--- src/rtl/muldiv_pkg.sv ---
// Shared types and constants for the iterative multiply/divide unit.
package muldiv_pkg;

  localparam int unsigned WIDTH_DEF = 32;
  localparam int unsigned CNT_W     = 6;

  typedef enum logic [1:0] {
    OP_MULT  = 2'b00,
    OP_MULTU = 2'b01,
    OP_DIV   = 2'b10,
    OP_DIVU  = 2'b11
  } op_t;

  typedef enum logic [1:0] {
    S_IDLE,
    S_CALC,
    S_FIX,
    S_DONE
  } state_t;

endpackage

--- src/rtl/muldiv_step.sv ---
// One combinational iteration: shift-add multiply step or restoring divide step.
module muldiv_step
  import muldiv_pkg::*;
#(
  parameter int unsigned WIDTH = WIDTH_DEF
) (
  input  logic               is_div,
  input  logic [2*WIDTH-1:0] acc,
  input  logic [WIDTH-1:0]   opnd,
  output logic [2*WIDTH-1:0] acc_next
);

  logic [WIDTH:0] sum;
  logic [WIDTH:0] rem;
  logic [WIDTH:0] diff;

  // Multiply keeps {partial_hi, multiplier} and shifts right; divide keeps
  // {remainder, dividend/quotient} and shifts left, quotient bits entering at bit 0.
  always_comb begin
    sum  = {1'b0, acc[2*WIDTH-1:WIDTH]} + (acc[0] ? {1'b0, opnd} : '0);
    rem  = {acc[2*WIDTH-1:WIDTH], acc[WIDTH-1]};
    diff = rem - {1'b0, opnd};
    if (!is_div)
      acc_next = {sum, acc[WIDTH-1:1]};
    else if (!diff[WIDTH])
      acc_next = {diff[WIDTH-1:0], acc[WIDTH-2:0], 1'b1};
    else
      acc_next = {rem[WIDTH-1:0], acc[WIDTH-2:0], 1'b0};
  end

endmodule

--- src/rtl/muldiv_unit.sv ---
// Iterative 32-bit MULT/MULTU/DIV/DIVU unit: 34-cycle issue, {hi, lo} result.
module muldiv_unit
  import muldiv_pkg::*;
#(
  parameter int unsigned WIDTH = WIDTH_DEF
) (
  input  logic               clock,
  input  logic               reset,
  input  logic               start,
  input  logic               kill,
  input  logic [1:0]         op,
  input  logic [WIDTH-1:0]   a,
  input  logic [WIDTH-1:0]   b,
  output logic               busy,
  output logic               done,
  output logic [2*WIDTH-1:0] prod
);

  state_t             state, state_next;
  logic               launch;
  logic [CNT_W-1:0]   count;
  logic [2*WIDTH-1:0] acc, acc_next, prod_fix;
  logic [WIDTH-1:0]   opnd, a_mag, b_mag, quo, rmd;
  logic               is_div_r, sign_a, sign_b, b_zero;
  logic               signed_in, is_div_in;

  muldiv_step #(.WIDTH(WIDTH)) u_step (
    .is_div   (is_div_r),
    .acc      (acc),
    .opnd     (opnd),
    .acc_next (acc_next)
  );

  always_ff @(posedge clock or negedge reset) begin
    if (!reset) state <= S_IDLE;
    else        state <= state_next;
  end

  always_comb begin
    state_next = state;
    launch     = 1'b0;
    unique case (state)
      S_IDLE: if (start && !kill) begin
        state_next = S_CALC;
        launch     = 1'b1;
      end
      S_CALC: if (kill)                          state_next = S_IDLE;
              else if (count == CNT_W'(WIDTH-1)) state_next = S_FIX;
      S_FIX:  state_next = kill ? S_IDLE : S_DONE;
      S_DONE: state_next = S_IDLE;
      default: state_next = S_IDLE;
    endcase
  end

  always_comb begin
    is_div_in = op[1];
    signed_in = (op_t'(op) == OP_MULT) || (op_t'(op) == OP_DIV);
    a_mag     = (signed_in && a[WIDTH-1]) ? -a : a;
    b_mag     = (signed_in && b[WIDTH-1]) ? -b : b;
  end

  // Divide by zero leaves |a| in the remainder, so the normal remainder sign
  // fix reproduces the original a; only the quotient needs overriding.
  always_comb begin
    quo      = acc[WIDTH-1:0];
    rmd      = acc[2*WIDTH-1:WIDTH];
    prod_fix = (sign_a ^ sign_b) ? -acc : acc;
    if (is_div_r) begin
      prod_fix[2*WIDTH-1:WIDTH] = sign_a ? -rmd : rmd;
      prod_fix[WIDTH-1:0]       = b_zero ? '1 : ((sign_a ^ sign_b) ? -quo : quo);
    end
  end

  always_ff @(posedge clock or negedge reset) begin
    if (!reset) begin
      count    <= '0;
      acc      <= '0;
      opnd     <= '0;
      is_div_r <= 1'b0;
      sign_a   <= 1'b0;
      sign_b   <= 1'b0;
      b_zero   <= 1'b0;
      prod     <= '0;
      busy     <= 1'b0;
      done     <= 1'b0;
    end else begin
      if (launch) begin
        count    <= '0;
        acc      <= {{WIDTH{1'b0}}, (is_div_in ? a_mag : b_mag)};
        opnd     <= is_div_in ? b_mag : a_mag;
        is_div_r <= is_div_in;
        sign_a   <= signed_in & a[WIDTH-1];
        sign_b   <= signed_in & b[WIDTH-1];
        b_zero   <= (b == '0);
      end else if (state == S_CALC) begin
        count <= count + 1'b1;
        acc   <= acc_next;
      end
      if (state == S_FIX && !kill) prod <= prod_fix;
      busy <= (state_next == S_CALC) || (state_next == S_FIX);
      done <= (state_next == S_DONE);
    end
  end

endmodule

--- config.mk ---
export PLATFORM = sky130hd
export DESIGN_NAME = muldiv_unit
export DESIGN_NICKNAME = d
export VERILOG_FILES = /design/src/rtl/muldiv_pkg.sv /design/src/rtl/muldiv_step.sv /design/src/rtl/muldiv_unit.sv
export SDC_FILE = /design/constraint.sdc
export NUM_CORES = 1
export LEC_CHECK = 0
export ABC_AREA = 0
export BUFFER_PORTS_ARGS = -buffer_cell sky130_fd_sc_hd__buf_2
export CORE_MARGIN = 3
export CORE_UTILIZATION = 43
export DETAILED_ROUTE_END_ITERATION = 8
export PLACE_DENSITY = 0.66
export SYNTH_ARGS = -nofsm -noshare
export SYNTH_HDL_FRONTEND = slang
export SYNTH_SLANG_ARGS = --single-unit
--- constraint.sdc ---
create_clock -name clock -period 3.94 [get_ports clock]
set_input_delay 0.394 -clock clock [delete_from_list [all_inputs] [get_ports clock]]
set_output_delay 0.394 -clock clock [all_outputs]
set_load 0.03 [all_outputs]
==> metrics.txt, run 1 <==
outcome complete, no violations; Core Region 0.0340 mm2; post-route ant nets 0; Layout Cells excl Fill 2461; largest net degree at the start of global routing 126; max_cap viols 0; top sig layer met4; HP Class in -> reg; final wirelength 49.8 mm; die area between 0.03 and 0.04 mm2; Cells after DPL 2428; via count approximately 15000; RSZ-0062 raised after global routing false; Slew Limit Fails 0; Required @ worst endpoint 4.27 ns; slew of the pin with the lowest slew margin 1.26 ns; detailed router's first-iteration violation count between 1500 and 2000; initial core utilization 44.1%; drt pass-1 iters 6; clk buf depth 2; Max Fanout on Critical Path 10; arrival time worst endpoint 3.86 ns; worst skew pair latency 0.46 ns; initial antenna violation count 0; wl on met1 22.1 mm; most area-consuming cells after synthesis dfrtp_1 (29%), xnor2_1 (6.1%), ha_1 (5.8%), a21oi_1 (5.8%), o21ai_0 (5.8%); PostCTS Resize Cnt 0; fillers roughly 3300; Rel. slew slack 16.0%; drt wl/cell 20.2 um; Pwr per Cell Area 681 mW/mm2; vias in the first global route roughly 14000; syn_nets between 2000 and 2500; Worst VDD drop 0.382 mV; Pwr Total 11.4 mW; peak per-stage delay on the critical path 0.48 ns; cell count after synthesis 1925; Residual DRC 0; crit end category flip-flop; Post-synth ARST share 100%; I/O pins roughly 140; via/cell ratio approximately 6; clock transition at the registers of the reported paths 0.08 ns; grt total ovfl 0; fmax 283 MHz; minimum clock period after layout 3.54 ns; Root Driver clkbuf_16; critical path startpoint category flip-flop; Slowest-stage cell, CP dfrtp_1; Ys Warns 0; Cell variety after synth 82; final hold vios 0; Leak Pwr ~7.5 nW; gpl congestion 0.964; routed wl met2 21.9 mm; P&R area growth vs syn 12.0%; Die Width 193 um; share of cells above drive strength 1 between 10% and 20%; Antenna diodes 0; syn avg cell area 7.78 um2; number of synthesized register bits 174; Max Clock Skew 0.0190 ns; Routed met3 length 4.37 mm; CP dominant cell by count a211oi_1; CTS sink cnt roughly 170; Synth top area share 29.1%; Post-synth EDFFs 0; Tot GR Track Use 26.7%; Syn Std Cell Area 0.0150 mm2; ratio of final minimum period to clock period roughly nine tenths; Num CTS Buffers 17; CTS tree yes; top cell type by total area after synthesis dfrtp_1; H-tree Lvls 4; first-pass GRT wire length 77.6 mm; Setup CP Type reg -> reg; hold path cells 2; IO buf count 135; Setup-failing EPs final 0; HPWL Detailed roughly 38 mm; critical-path cell list inv_1 > ha_1 > fa_1 > nand2b_1 > a21o_1 > a211oi_1 > or3_1 > a31oi_4 > xnor2_4 > buf_4 > mux2_2 > a211oi_1 > nor2_1; Site Rows 67; register area share after synthesis 29.1%; Nets 2142; setup tns final 0 ns; R2R cell count 13; height of the die around 190 um; main flop type after synthesis dfrtp_1
-- cell type report --
cell class	count	area, um2	share of cell area [%]
multi-input cells	1565	9940	59.3
flip-flops and latches	174	4360	26.0
repair buffers	182	1070	6.41
well taps	448	561	3.34
clock buffers	17	425	2.54
inverters	60	225	1.34
clock inverters	15	185	1.10
-- Yosys cell counts (all sizes together) (12+ instances only) --
| cell | count |
|---|---|
| a21oi | 174 |
| o31ai | 20 |
| a21o | 47 |
| nand2 | 201 |
| xnor2 | 105 |
| o21ai | 181 |
| xor2 | 75 |
| a211oi | 22 |
| o21a | 12 |
| buf | 15 |
| nor4 | 22 |
| inv | 59 |
| nor2b | 20 |
| nor3 | 47 |
| nand3 | 23 |
| clkbuf | 111 |
| nand4 | 16 |
| dfrtp | 174 |
| nand2b | 17 |
| mux2i | 57 |
| a31oi | 22 |
| or3 | 15 |
| o211ai | 52 |
| ha | 70 |
| a22oi | 20 |
| nor2 | 217 |
| or4 | 12 |
-- state kept, by name (all words and copies together), names as in the netlist --
signal    count
prod         64
done          1
sign_b        1
busy          1
b_zero        1
state         2
is_div_r      1
sign_a        1
count         6
opnd         32
acc          64
-- power breakdown --
group / leakage, nW / internal [mW] / switching (mW)
clock network: 0.293 / 0.867 / 0.908
logic: 5.01 / 2.75 / 4.21
registers: 2.22 / 2.15 / 0.531
total: 7.53 / 5.77 / 5.65
-- through the flow --
stage | hold slack (ns) | cell area, um2 | setup slack, ns | util (%)
floorplan | 0.0984 | 15000 | 0.741 | -
global placement | 0.389 | 16100 | 0.567 | 47.6
detailed placement | 0.396 | 16100 | 0.475 | 47.6
CTS | 0.159 | 16800 | 0.445 | 49.4
global route | 0.174 | 16800 | 0.0980 | 49.4
finish | 0.177 | 16800 | 0.405 | 49.4
-- path summary, 6_finish.rpt --
path	from	endpoint	slack [ns]
min	kill	state[1]	0.18
min in group asynchronous	reset	opnd[26]	0.46
max in group asynchronous	reset	acc[7]	2.37
min reg2reg	prod[61]	prod[61]	0.48
max	acc[31]	acc[35]	0.40
max reg2reg	acc[31]	acc[35]	0.40
-- logic make-up (layout without fill, tap and decap cells) --
kind of cell | Yosys count | in the layout | synth area share (%)
AO/OA/AOI/OAI | 623 | 623 | 25.9
XOR/XNOR | 180 | 180 | 10.6
adder cells (fa/ha/maj) | 72 | 72 | 6.12
buffers and inverters | 186 | 274 | 4.75
flip-flops | 174 | 174 | 29.1
multiplexers | 59 | 59 | 3.96
AND/OR/NAND/NOR | 631 | 631 | 19.6
-- metal layers --
layer | track usage [%] | up-vias
li1 | - | 7059
met1 | 37.7 | 7039
met2 | 41.1 | 679
met3 | 4.96 | 94
met4 | 8.97 | 0
met5 | 0 | -
-- worst max-delay path, delay by kind of cell, from the launching register on --
kind	cells	cell delay, ns
compound gates	4	0.88
flops	1	0.48
xor+xnor	1	0.22
fa+ha+maj	2	0.64
buf+inv	2	0.33
simple gates	3	0.52
mux	1	0.34
-- timing repair --
action,4_1_cts,5_1_grt
setup buffers,0,0
hold buffers,1,0
endpoints found under the hold margin,49,0
-- layout by cell type, fill, tap and decap left out, types with 59 or more instances in the layout --
cell / count
buf_2: 134
nand2_1: 200
xnor2_1: 104
xor2_1: 75
ha_1: 70
inv_1: 59
a21oi_1: 173
dfrtp_1: 173
nor2_1: 216
o21ai_0: 174
No activity file was read; power rests on OpenSTA's default activity.
==> run 2: changes to the inputs <==
CORE_UTILIZATION = 30   (was 43)
PLACE_DENSITY = 0.51   (was 0.66)
SYNTH_HIERARCHICAL = 1   (was default)
==> run 2 against run 1 <==
Compared with the run above:
- non-clock buffer count up 21
- hold slack worse by 0.0047 ns
- highest routed layer is now met5
- fmax shrank 0.60%
==> metrics.txt, run 2 <==
outcome complete, no violations; Rel. slew slack 29.1%; Setup-failing EPs final 0; Die Width 232 um; grt total ovfl 0; Cell variety after synth just under 90; largest net degree at the start of global routing 73; main flop type after synthesis dfrtp_1; Nets 2184; initial antenna violation count 2; cell count after synthesis 1930; worst setup path endpoint acc[63]; crit path launch acc[0]; CTS tree yes; slew of the pin with the lowest slew margin ~1.1 ns; Leak Pwr 7.36 nW; via count around 15000; setup tns final 0 ns; post-route ant nets 0; HPWL Detailed roughly 45 mm; RSZ-0062 raised after global routing false; Ys Warns 6; drt pass-1 iters 5; Reg-to-Reg Start acc[0]; H-tree Lvls 4; Synth top cells by count nand2_1 (233), dfrtp_1 (174), nor2_1 (159); detailed router's first-iteration violation count ~1400; top cell type by total area after synthesis dfrtp_1; R2R cell count 14; ratio of final minimum period to clock period between 90% and 100%; syn_nets 2072; share of cells above drive strength 1 15.8%; r2r setup slk 0.38 ns; CTS sink cnt 174; fmax 281 MHz; Cells after DPL 2694; IO buf count 135; clock transition at the registers of the reported paths 0.08 ns; die area about 0.054 mm2; Tot GR Track Use 21.3%; Num CTS Buffers 17; height of the die 232 um; first-pass GRT wire length 88.4 mm; crit end category flip-flop; Syn Std Cell Area 0.0153 mm2; max_cap viols 0; Post-synth ARST share 100%; Pwr Total approximately 13 mW; minimum clock period after layout 3.56 ns; arrival time worst endpoint 3.88 ns; Required @ worst endpoint 4.26 ns; drt wl/cell between 20 and 25 um; worst skew pair latency between 0.4 and 0.5 ns; PostCTS Resize Cnt 0; Residual DRC 0; Site Rows just over 80; Max Fanout on Critical Path 6; final wirelength 58.2 mm; critical path startpoint category flip-flop; clk buf depth 2; commonest non-fill, non-tap cells in the layout nand2_1 (233), dfrtp_1 (173), nor2_1 (157); Setup CP Type reg -> reg; Root Driver clkbuf_16; number of synthesized register bits 174; register area share after synthesis roughly 28%; Slew Limit Fails 0; vias in the first global route around 15000; most area-consuming cells after synthesis dfrtp_1 (28%), ha_1 (5.7%), nand2_1 (5.7%), xor2_1 (5.0%), o21ai_0 (4.9%); Synth top area share between 20% and 30%; Layout Cells excl Fill 2729; HP Class in -> reg; most common cell in the netlist nand2_1; final hold vios 0; P&R area growth vs syn 14.3%; Pwr per Cell Area 716 mW/mm2; initial core utilization a little under a third; via/cell ratio 5.63; gpl congestion 0.969; Max Clock Skew 0.0202 ns; fillers 5356; most common cell after layout, fill and taps aside nand2_1; Post-synth EDFFs 0; syn avg cell area 7.95 um2; FF-to-FF End acc[63]; Core Region 0.0504 mm2; Top Registers acc (64), prod (64), opnd (32); I/O pins 136; Worst VDD drop 0.386 mV
run 2: cell count changes in the layout (fill, tap and decap cells not counted), sizes merged, moves of 16 or more:
cell    before  now
nand2      201  234
buf        181  202
xnor2      105   80
mux2i       57   12
nor2       217  159
o21ai      181  163
mux2         2   39
o22ai        4   33
and2         8   40
a22oi       20    4
o211ai      52   13
a21oi      174  151
o41ai        6   22
run 2: logic make-up after synthesis:
| kind of cell | Yosys count | synth area share [%] |
|---|---|---|
| muxes | 51 | 3.65 |
| buffers and inverters | 173 | 4.73 |
| xor gates and xnor gates | 168 | 9.60 |
| and+or+nand+nor | 675 | 21.1 |
| DFF | 174 | 28.4 |
| adders and majority gates | 72 | 5.97 |
| AOI/OAI and AO/OA | 617 | 26.6 |
run 2: area by class of cell:
| class | count | area, um2 | area share, % |
|---|---|---|---|
| Antenna cell | 2 | 5.00 | 0.0285 |
| Timing Repair Buffer | 203 | 1190 | 6.82 |
| Sequential cell | 174 | 4360 | 24.9 |
| Inverter | 63 | 236 | 1.35 |
| Clock buffer | 18 | 439 | 2.50 |
| Clock inverter | 14 | 175 | 0.999 |
| Tap cell | 672 | 841 | 4.80 |
| Multi-Input combinational cell | 1583 | 10300 | 58.6 |
run 2: worst min-delay path by stage:
stage | from | end | slack (ns) | cells after the start
6_report | kill | state[1] | 0.17 | 2
5_1_grt | kill | state[1] | 0.18 | 2
4_1_cts | kill | state[1] | 0.15 | 2
3_5_place_dp | reset | acc[58] | 0.46 | 1
3_3_place_gp | reset | acc[58] | 0.46 | 1
2_1_floorplan | reset | acc[0] | 0.1 | 0
run 2: metal layers:
| layer | vias up | track usage (%) | part of all wire, % | routed length [um] |
|---|---|---|---|---|
| met2 | 562 | 33.1 | 45 | 26000 |
| met1 | 7412 | 30.0 | 46 | 27000 |
| met4 | 2 | 6.66 | 2.7 | 1560 |
| li1 | 7316 | - | - | - |
| met3 | 82 | 3.85 | 6.3 | 3670 |
| met5 | - | 0 | 0.022 | 13 |
run 2: repair_timing:
item | in CTS | in global routing
setup endpoints to repair | 0 | 0
setup buffers | 0 | 0
hold endpoints to repair | 69 | 0
hold buffers | 1 | 0
run 2: worst max-delay path, stage by stage (launching register included):
cell and delay, ns:
dfrtp_1 0.42, and2_1 0.16, ha_1 0.22, fa_1 0.46, a211oi_2 0.29, o21a_1 0.19
o21bai_1 0.13, a2111oi_2 0.49, nor3_1 0.15, o41ai_2 0.29, nor2_1 0.08, a2111oi_0 0.29
a21oi_1 0.08, nand2_1 0.07, o21ai_0 0.07
run 2: report_power, final:
part	total, mW	internal [mW]	leakage [nW]	switching, mW
clock network	1.78	0.874	0.298	0.901
logic	7.90	3.09	4.97	4.81
registers	2.87	2.19	2.09	0.682
run 2: metrics by stage:
step	utilization [%]	instance area, um2	hold slack [ns]	setup WS [ns]
after floorplan	-	15300	0.0984	0.612
after global placement	33.6	16900	0.459	0.338
after detailed placement	33.6	16900	0.458	0.436
after CTS	34.8	17500	0.152	0.395
after global routing	34.8	17500	0.179	0.0729
final	34.8	17500	0.172	0.384
